File: src/rtl/ifd2_cap.sv
// ifd2_cap: two-pin input capture with resynchronisation, optional glitch
// filter and a timestamped change-event FIFO (first-word-fall-through).
// Build option: define IFD2_FILTER_EN to build the FILT_LEN-sample glitch
// filter; without it the synchronised level is taken on every edge.
module ifd2_cap #(
   parameter int FILT_LEN = 4,
   parameter int TS_W     = 16,
   parameter int DEPTH    = 4
) (
   input  logic              CK,
   input  logic              RST_N,
   input  logic              I0,
   input  logic              I1,
   output logic              Q0,
   output logic              Q1,
   output logic              EV_VALID,
   input  logic              EV_READY,
   output logic [TS_W+3:0]   EV_DATA,
   output logic              OVF,
   input  logic              OVF_CLR
);

   localparam int EW = TS_W + 4;
   localparam int AW = (DEPTH > 1) ? $clog2(DEPTH) : 1;
   localparam logic [AW:0] DEPTH_F = (AW+1)'(DEPTH);

   // Elaboration-time parameter range guards
   if (FILT_LEN < 2 || FILT_LEN > 255) begin : g_bad_filt_len
      $error("ifd2_cap: FILT_LEN out of range 2..255");
   end
   if (DEPTH < 2 || (DEPTH & (DEPTH - 1)) != 0) begin : g_bad_depth
      $error("ifd2_cap: DEPTH must be a power of two >= 2");
   end

   logic [1:0]      ir_q, ir_d;
   logic [1:0]      sy_q, sy_d;
   logic [1:0]      stable_q, stable_d;
   logic [TS_W-1:0] ts_q, ts_d;
   logic            push_q, push_d;
   logic [EW-1:0]   word_q, word_d;
   logic [EW-1:0]   mem_q [DEPTH];
   logic [EW-1:0]   mem_d [DEPTH];
   logic [AW-1:0]   wr_q, wr_d;
   logic [AW-1:0]   rd_q, rd_d;
   logic [AW:0]     fill_q, fill_d;
   logic [EW-1:0]   data_q, data_d;
   logic            ovf_q, ovf_d;

   logic [1:0]      chg_s;
   logic            pop_s;
   logic            full_s;
   logic            wr_en_s;
   logic            drop_s;

   // Two-flop capture chain: input register then resync flop
   always_comb begin
      ir_d = {I1, I0};
      sy_d = ir_q;
   end

`ifdef IFD2_FILTER_EN
   localparam logic [7:0] FILT_LAST = 8'(FILT_LEN - 1);
   logic [7:0] fcnt_q [2];
   logic [7:0] fcnt_d [2];

   // Glitch filter: accept a new level only after FILT_LEN differing samples
   always_comb begin
      stable_d = stable_q;
      fcnt_d   = fcnt_q;
      for (int p = 0; p < 2; p++) begin
         if (sy_q[p] == stable_q[p]) begin
            fcnt_d[p] = 8'd0;
         end else if (fcnt_q[p] == FILT_LAST) begin
            stable_d[p] = sy_q[p];
            fcnt_d[p]   = 8'd0;
         end else begin
            fcnt_d[p] = fcnt_q[p] + 8'd1;
         end
      end
   end

   // Filter counter registers
   always_ff @(posedge CK or negedge RST_N) begin
      if (!RST_N) begin
         fcnt_q[0] <= 8'd0;
         fcnt_q[1] <= 8'd0;
      end else begin
         fcnt_q <= fcnt_d;
      end
   end
`else
   // Unfiltered: the synchronised level is the stable level
   always_comb begin
      stable_d = sy_q;
   end
`endif

   // Event formation: stamp with the count before this edge's increment
   always_comb begin
      chg_s  = stable_d ^ stable_q;
      push_d = |chg_s;
      word_d = {chg_s[1], chg_s[0], stable_d[1], stable_d[0], ts_q};
      ts_d   = ts_q + TS_W'(1);
   end

   // FIFO bookkeeping, drop/overflow and the held head-of-queue output
   always_comb begin
      pop_s   = (fill_q != '0) && EV_READY;
      full_s  = (fill_q == DEPTH_F);
      wr_en_s = push_q && (!full_s || pop_s);
      drop_s  = push_q && full_s && !pop_s;
      mem_d   = mem_q;
      if (wr_en_s) begin
         mem_d[wr_q] = word_q;
      end else begin
         mem_d[wr_q] = mem_q[wr_q];
      end
      wr_d = wr_en_s ? wr_q + AW'(1) : wr_q;
      rd_d = pop_s ? rd_q + AW'(1) : rd_q;
      case ({wr_en_s, pop_s})
         2'b10:   fill_d = fill_q + (AW+1)'(1);
         2'b01:   fill_d = fill_q - (AW+1)'(1);
         default: fill_d = fill_q;
      endcase
      if (fill_d != '0) begin
         data_d = mem_d[rd_d];
      end else begin
         data_d = data_q;
      end
      if (drop_s) begin
         ovf_d = 1'b1;
      end else if (OVF_CLR) begin
         ovf_d = 1'b0;
      end else begin
         ovf_d = ovf_q;
      end
   end

   // State registers
   always_ff @(posedge CK or negedge RST_N) begin
      if (!RST_N) begin
         ir_q     <= 2'b00;
         sy_q     <= 2'b00;
         stable_q <= 2'b00;
         ts_q     <= '0;
         push_q   <= 1'b0;
         word_q   <= '0;
         for (int i = 0; i < DEPTH; i++) mem_q[i] <= '0;
         wr_q     <= '0;
         rd_q     <= '0;
         fill_q   <= '0;
         data_q   <= '0;
         ovf_q    <= 1'b0;
      end else begin
         ir_q     <= ir_d;
         sy_q     <= sy_d;
         stable_q <= stable_d;
         ts_q     <= ts_d;
         push_q   <= push_d;
         word_q   <= word_d;
         mem_q    <= mem_d;
         wr_q     <= wr_d;
         rd_q     <= rd_d;
         fill_q   <= fill_d;
         data_q   <= data_d;
         ovf_q    <= ovf_d;
      end
   end

   // Outputs come straight from registers
   always_comb begin
      Q0       = stable_q[0];
      Q1       = stable_q[1];
      EV_VALID = (fill_q != '0);
      EV_DATA  = data_q;
      OVF      = ovf_q;
   end

endmodule

File: config.mk
export PLATFORM = sky130hd
export DESIGN_NAME = ifd2_cap
export DESIGN_NICKNAME = d
export VERILOG_FILES = /design/src/rtl/ifd2_cap.sv
export SDC_FILE = /design/constraint.sdc
export NUM_CORES = 1
export LEC_CHECK = 0
export ABC_AREA = 1
export BUFFER_PORTS_ARGS = -buffer_cell sky130_fd_sc_hd__buf_4
export CAP_MARGIN = 40
export CORE_MARGIN = 1.5
export CORE_UTILIZATION = 55
export DETAILED_ROUTE_END_ITERATION = 8
export PLACE_DENSITY = 0.72
export SETUP_SLACK_MARGIN = 0.2
export SLEW_MARGIN = 20
export SYNTH_ARGS = -nofsm -noshare
export SYNTH_HDL_FRONTEND = slang
export SYNTH_SLANG_ARGS = --single-unit
export TNS_END_PERCENT = 5
File: constraint.sdc
create_clock -name CK -period 4.23 [get_ports CK]
set_input_delay 0.2115 -clock CK [delete_from_list [all_inputs] [get_ports CK]]
set_output_delay 0.2115 -clock CK [all_outputs]
set_load 0.05 [all_outputs]
==> results of run 1 <==
==> cells in the final DEF (no fill, tap or decap), drive strengths merged <==
cell type    Yosys  final
nor2             8      8
o22ai            1      1
o21ai            2      2
nand3          286    286
clkbuf          18     17
nand2          371    371
nand4            4      4
fa               1      1
a21oi            3      3
clkinv           1      4
nand3b           1      1
buf             35     48
nor3             1      1
xnor2            7      7
ha               5      5
dlygate4sd3      0      4
dfrtp          149    149
xor2             9      9
or2              4      4
nor3b            1      1
inv             42     54
==> layer usage <==
metal	track usage (%)	up-vias
li1	-	3134
met1	41.4	2995
met2	45.5	276
met3	4.30	32
met4	9.86	0
met5	0	-
==> per-stage QoR <==
stage | cell area, sq um | total power, mW | instances
finish | 8360 | 7.95 | 1156
floorplan | 7350 | 5.23 | 949
CTS | 8340 | 7.88 | 1155
global route | 8360 | 8.51 | 1156
global placement | 7630 | 6.24 | 1113
detailed placement | 7740 | 6.43 | 1119
==> sequential cells by signal, summed over array words and instances (netlist names) <==
| signal | count |
|---|---|
| push_q | 1 |
| ir_q | 2 |
| wr_q | 2 |
| stable_d | 2 |
| fill_q | 3 |
| EV_DATA | 20 |
| mem_q | 80 |
| OVF | 1 |
| word_q | 20 |
| rd_q | 2 |
| ts_q | 16 |
==> report_power, final <==
group          internal (mW)  leakage, nW  switching (mW)
combinational           1.33         2.27            2.89
sequential              1.94         1.86           0.338
clock                  0.778        0.279           0.677
total                   4.05         4.41            3.91
==> layout make-up <==
| cell class | count | area [sq um] | area share [%] |
|---|---|---|---|
| Clock buffer | 17 | 425 | 5.09 |
| Clock inverter | 15 | 133 | 1.59 |
| Inverter | 43 | 161 | 1.93 |
| Multi-Input combinational cell | 704 | 3210 | 38.4 |
| Sequential cell | 149 | 3730 | 44.6 |
| Tap cell | 176 | 220 | 2.63 |
| Timing Repair Buffer | 52 | 483 | 5.78 |
==> worst min path at each step <==
stage | start | to | slack (ps)
after detailed placement | RST_N | mem_q[65] | 140
final | RST_N | mem_q[22] | 260
after global placement | RST_N | mem_q[65] | 140
after CTS | RST_N | mem_q[65] | 270
after global routing | RST_N | mem_q[45] | 300
after floorplan | RST_N | EV_DATA[0] | -80
==> kinds of logic after synthesis <==
family	after synthesis	share of synthesized area, %
DFF	149	50.7
AOI/OAI and AO/OA	6	0.528
adders and majority gates	6	1.12
buffers and inverters	96	5.62
and+or+nand+nor	676	40.1
xor gates and xnor gates	16	1.91
==> critical path: stages, from the launching register on <==
cell     delay (ps)
dfrtp_1         410
nor2_2          180
nand3_2         390
nand2_2         690
nor2_1          170
a21oi_2         200
nand2_1          80
nand2_1          60
nand3_1         360
buf_6           300
nand2_1          80
nand2_1          50
==> results.cfg, run 1 <==
[yosys]
yosysSeqAreaShare_pct = 50.7
netlist_top_cells_count = nand2_1, nand3_1, dfrtp_1, inv_1, buf_2
synthArstFlopShare_pct = 100
synth_cell_types = 29
synth_area_leaders = dfrtp_1, nand3_1, nand2_1
synth_top_area_cell = dfrtp_1
ys.flop_type = dfrtp_1
synth.most_common_cell = nand2_1
synth_edf_count = 0
synth.top_cell.area_share_pct = 50.7
synth_fp_nets = 961
syn_area_sq_mm = 0.00735
ys_ff_latch = 149
netlist_instances = 949
yosysWarnings = 0
synth.avg_cell_area_sq_um = 7.74

[setup_path]
path_class = reg -> reg
r2r_end = EV_DATA[4]
endpoint = EV_DATA[4]
ff2ff_path_depth = 11
r2r_start = fill_q[0]
cp.required_ps = 4550
worstSetupEndpointType = flip-flop
r2r_slack_ps = 1150
worstPathMaxFanout = 25
arrival_ps = 3400
startpoint = fill_q[0]
startpoint_type = flip-flop

[power]
ir_drop_uv = 673
power_density_mw_per_mm2 = 952
p_leak_nw = 4.41

[worst_hold_path]
hold_class = in -> async

[layout]
areaGrowthSynthToFinish_pct = 13.7
nets = 979
diodes = 0
drive_above_1_share_pct = 9.59
utilization_pct = 63.6
num-fill-cells = 1165

[timing]
worst_pin_slew_ps = 823
fmax_ghz = 0.325
layout_setup_ws_ps = 1150
fin_skew_ps = 6.13
slew_violations = 0
rsz0062_at_grt = false
finalSetupViolCount = 0
finalCritPeriodShare_pct = 72.8
finalCriticalPeriod_ps = 3080
relSlewSlack_pct = 45.1
setup_tns_ps = 0
whs_ps = 263
final_hold_viol_count = 0

[drt]
vias_per_cell = 5.57
wl_met1_mm = 8.60
drt_iter0_drc = 594
ant_nets = 0
routed_wl_mm = 19.5
wl_met2_mm = 9.05
drc = 0
wl_per_cell_um = 16.9
route.vias.total = 6437
first_pass_iters = 5
top_layer_used = met4
routed-wl-met3_mm = 1.51

[floorplanning]
die_x_um = 119
die-area_sq_mm = 0.0141
die_h_um = 119
initial_core_util_pct = 55.9
rows = 42
coreArea_sq_mm = 0.0131
io_pins = 30

[place]
place_ws_ps = 1160
hpwl_mm = 12.0
io_buffers = 29
place.gp.congestion = 0.880

[clocking]
cts_resized = 0
clk_latency_ps = 430
numCtsBuffers = 17
cts.sinks = 149
cts_tree = yes
clk_pin_slew_ps = 70
cts_hold_buf = 4
cts-root-buf = clkbuf_16
cts_max_level = 4
cts_setup_buffers = 0
clockBufferDepth = 2

[grt]
grt-ovfl-total = 0
grt_pass1_wl_mm = 31.6
grt_pass1_vias = 6161
antenna_found_initial = 0
grt_max_degree = 57
track_usage_pct = 28.9

[status]
status = completed

[flow_run]
cap_violations = 0
Note: power is estimated with default switching activity, not from simulation.
==> run 2, diff against run 1 <==
--- a/config.mk
+++ b/config.mk
@@ -5,7 +5,7 @@
 export SDC_FILE = /design/constraint.sdc
 export NUM_CORES = 1
 export LEC_CHECK = 0
-export ABC_AREA = 1
+export ABC_AREA = 0
 export BUFFER_PORTS_ARGS = -buffer_cell sky130_fd_sc_hd__buf_4
 export CAP_MARGIN = 40
 export CORE_MARGIN = 1.5
==> constraint.sdc (replaced) <==
create_clock -name CK -period 3.2 [get_ports CK]
set_input_delay 0.16 -clock CK [delete_from_list [all_inputs] [get_ports CK]]
set_output_delay 0.16 -clock CK [all_outputs]
set_load 0.05 [all_outputs]
==> run 2 against run 1 <==
Compared with the run above: synthesized cell count decreased by 30%; core utilization increased by 1.6 points; die area is 2.9% lower; clock skew rose by 2.2 ps; area after synthesis shrank 3.0%; maximum frequency is 13% higher; sequential cell count is the same; highest routed layer unchanged.
==> results.cfg, run 2 <==
[setup_path]
path_class = reg -> reg
r2r_start = fill_q[2]
crit_slowest_cell = dfrtp_1
crit_chain = or3_1 > nand3_1 > fa_1 > nand2b_1 > nor2_1 > a21o_1 > a21oi_1 > o22ai_2 > buf_4 > mux2i_1
r2r_end = EV_DATA[3]
endpoint = EV_DATA[3]
worstPathMaxFanout = 20
startpoint = fill_q[2]
startpoint_type = flip-flop
arrival_ps = 3070
ff2ff_path_depth = 10
critical_path.max_stage_delay_ps = 480
r2r_slack_ps = 470
worstSetupEndpointType = flip-flop
cp.required_ps = 3540

[floorplanning]
io_pins = 30
die_h_um = 117
die_x_um = 117
die-area_sq_mm = 0.0137
coreArea_sq_mm = 0.0126
rows = 41
initial_core_util_pct = 56.5

[clocking]
cts_hold_buf = 3
cts_setup_buffers = 0
clk_latency_ps = 430
cts_max_level = 4
cts.sinks = 149
cts_resized = 0
clockBufferDepth = 2
cts-root-buf = clkbuf_16
numCtsBuffers = 17
cts_tree = yes
clk_pin_slew_ps = 60

[place]
hpwl_mm = 9.83
placedInstanceArea_sq_mm = 0.00756
place_ws_ps = 520
io_buffers = 29
place.gp.congestion = 0.811

[grt]
grt_pass1_wl_mm = 26.4
grt_pass1_vias = 5266
grt_max_degree = 81
track_usage_pct = 25.6
antenna_found_initial = 0
grt-ovfl-total = 0

[yosys]
syn_area_sq_mm = 0.00713
synth_xor_area_share_pct = 2.68
synth_fp_nets = 680
netlist_instances = 668
synth_top_area_cell = dfrtp_1
yosys.area_share.adder_pct = 1.16
yosysWarnings = 0
netlist_top_cells_count = dfrtp_1, nor2_1, a21oi_1, o21ai_0, mux2i_1
ys_ff_latch = 149
synth_area_leaders = dfrtp_1, mux4_2, a21oi_1
muxShareOfSynthArea_pct = 12.5
synth.avg_cell_area_sq_um = 10.7
synth_cell_types = 40
synth.most_common_cell = dfrtp_1
synth-compound-area-share_pct = 18.9
synth_top_family_by_area = compound AO/OA/AOI/OAI gates
synth.top_cell.area_share_pct = 52.3
yosysSeqAreaShare_pct = 52.3
ys.flop_type = dfrtp_1
yosys.area_share.simple_pct = 7.84
synthArstFlopShare_pct = 100
synth_edf_count = 0

[timing]
finalCritPeriodShare_pct = 85.3
fmax_ghz = 0.366
setup_tns_ps = 0
worst_pin_slew_ps = 739
finalSetupViolCount = 0
relSlewSlack_pct = 50.7
layout_setup_ws_ps = 471
finalCriticalPeriod_ps = 2730
final_hold_viol_count = 0
rsz0062_at_grt = false
fin_skew_ps = 8.37
slew_violations = 0

[status]
status = completed

[layout]
drive_above_1_share_pct = 18.3
largest_reg_flops = 80
mostFrequentLayoutCell = dfrtp_1
top_register = mem_q
diodes = 0
fin_area_sq_mm = 0.00824
utilization_pct = 65.3
nets = 699
layout_common_cells = dfrtp_1, nor2_1, o21ai_0, a21oi_1
areaGrowthSynthToFinish_pct = 15.5

[flow_run]
cap_violations = 0

[drt]
top_layer_used = met4
route.vias.total = 5331
drt_iter0_drc = 522
wl_per_cell_um = 18.7
ant_nets = 0
wl_met2_mm = 7.90
routed-wl-met3_mm = 1.12
routed_wl_mm = 16.3
wl_met1_mm = 6.91
first_pass_iters = 5
vias_per_cell = 6.11
drc = 0

[worst_hold_path]
hold_class = in -> reg
## run 2: worst max-delay path, delay by kind of cell, from the launching register on
kind | cells | cell delay [ps]
adder cells (fa/ha/maj) | 1 | 390
multiplexers | 1 | 270
AO/OA/AOI/OAI | 3 | 350
AND/OR/NAND/NOR | 4 | 770
buffers and inverters | 1 | 400
flip-flops | 1 | 480
## run 2: how the worst min path moves through the flow
stage               cells after the start  slack (ps)         end     from
finish                                  3          20         OVF  OVF_CLR
global route                            3          40         OVF  OVF_CLR
CTS                                     3           6         OVF  OVF_CLR
detailed placement                      1         230   mem_q[34]    RST_N
global placement                        1         220   mem_q[54]    RST_N
floorplan                               0        -140  EV_DATA[0]    RST_N
## run 2: cell type report
class                      count  area, sq um
multi-input combinational    440         3110
fill                         979         4380
tap                          172          215
timing repair buffer          49          433
clock buffer                  23          488
sequential                   149         3730
inverter                      30          113
clock inverter                 9          148
## run 2: cells by family after synthesis
group	after synthesis
buffers and inverters	79
XOR/XNOR	21
adder cells (fa/ha/maj)	6
flip-flops	149
AND/OR/NAND/NOR	136
multiplexers	63
AO/OA/AOI/OAI	214
## run 2: through the flow
step / hold slack (ps) / cells
final: 19.0 / 872
after global routing: 42.4 / 872
after floorplan: -136 / 668
after global placement: 218 / 836
after CTS: 6.08 / 871
after detailed placement: 225 / 836
## run 2: layer usage
metal | vias to the layer above | global-route usage, %
met5 | - | 0
met4 | 0 | 11.3
met3 | 48 | 6.28
met2 | 222 | 40.2
met1 | 2643 | 34.1
li1 | 2418 | -
Power of run 2 is not shown: default switching activity piles up to over one toggle a cycle in this logic, so the estimate is an artifact.
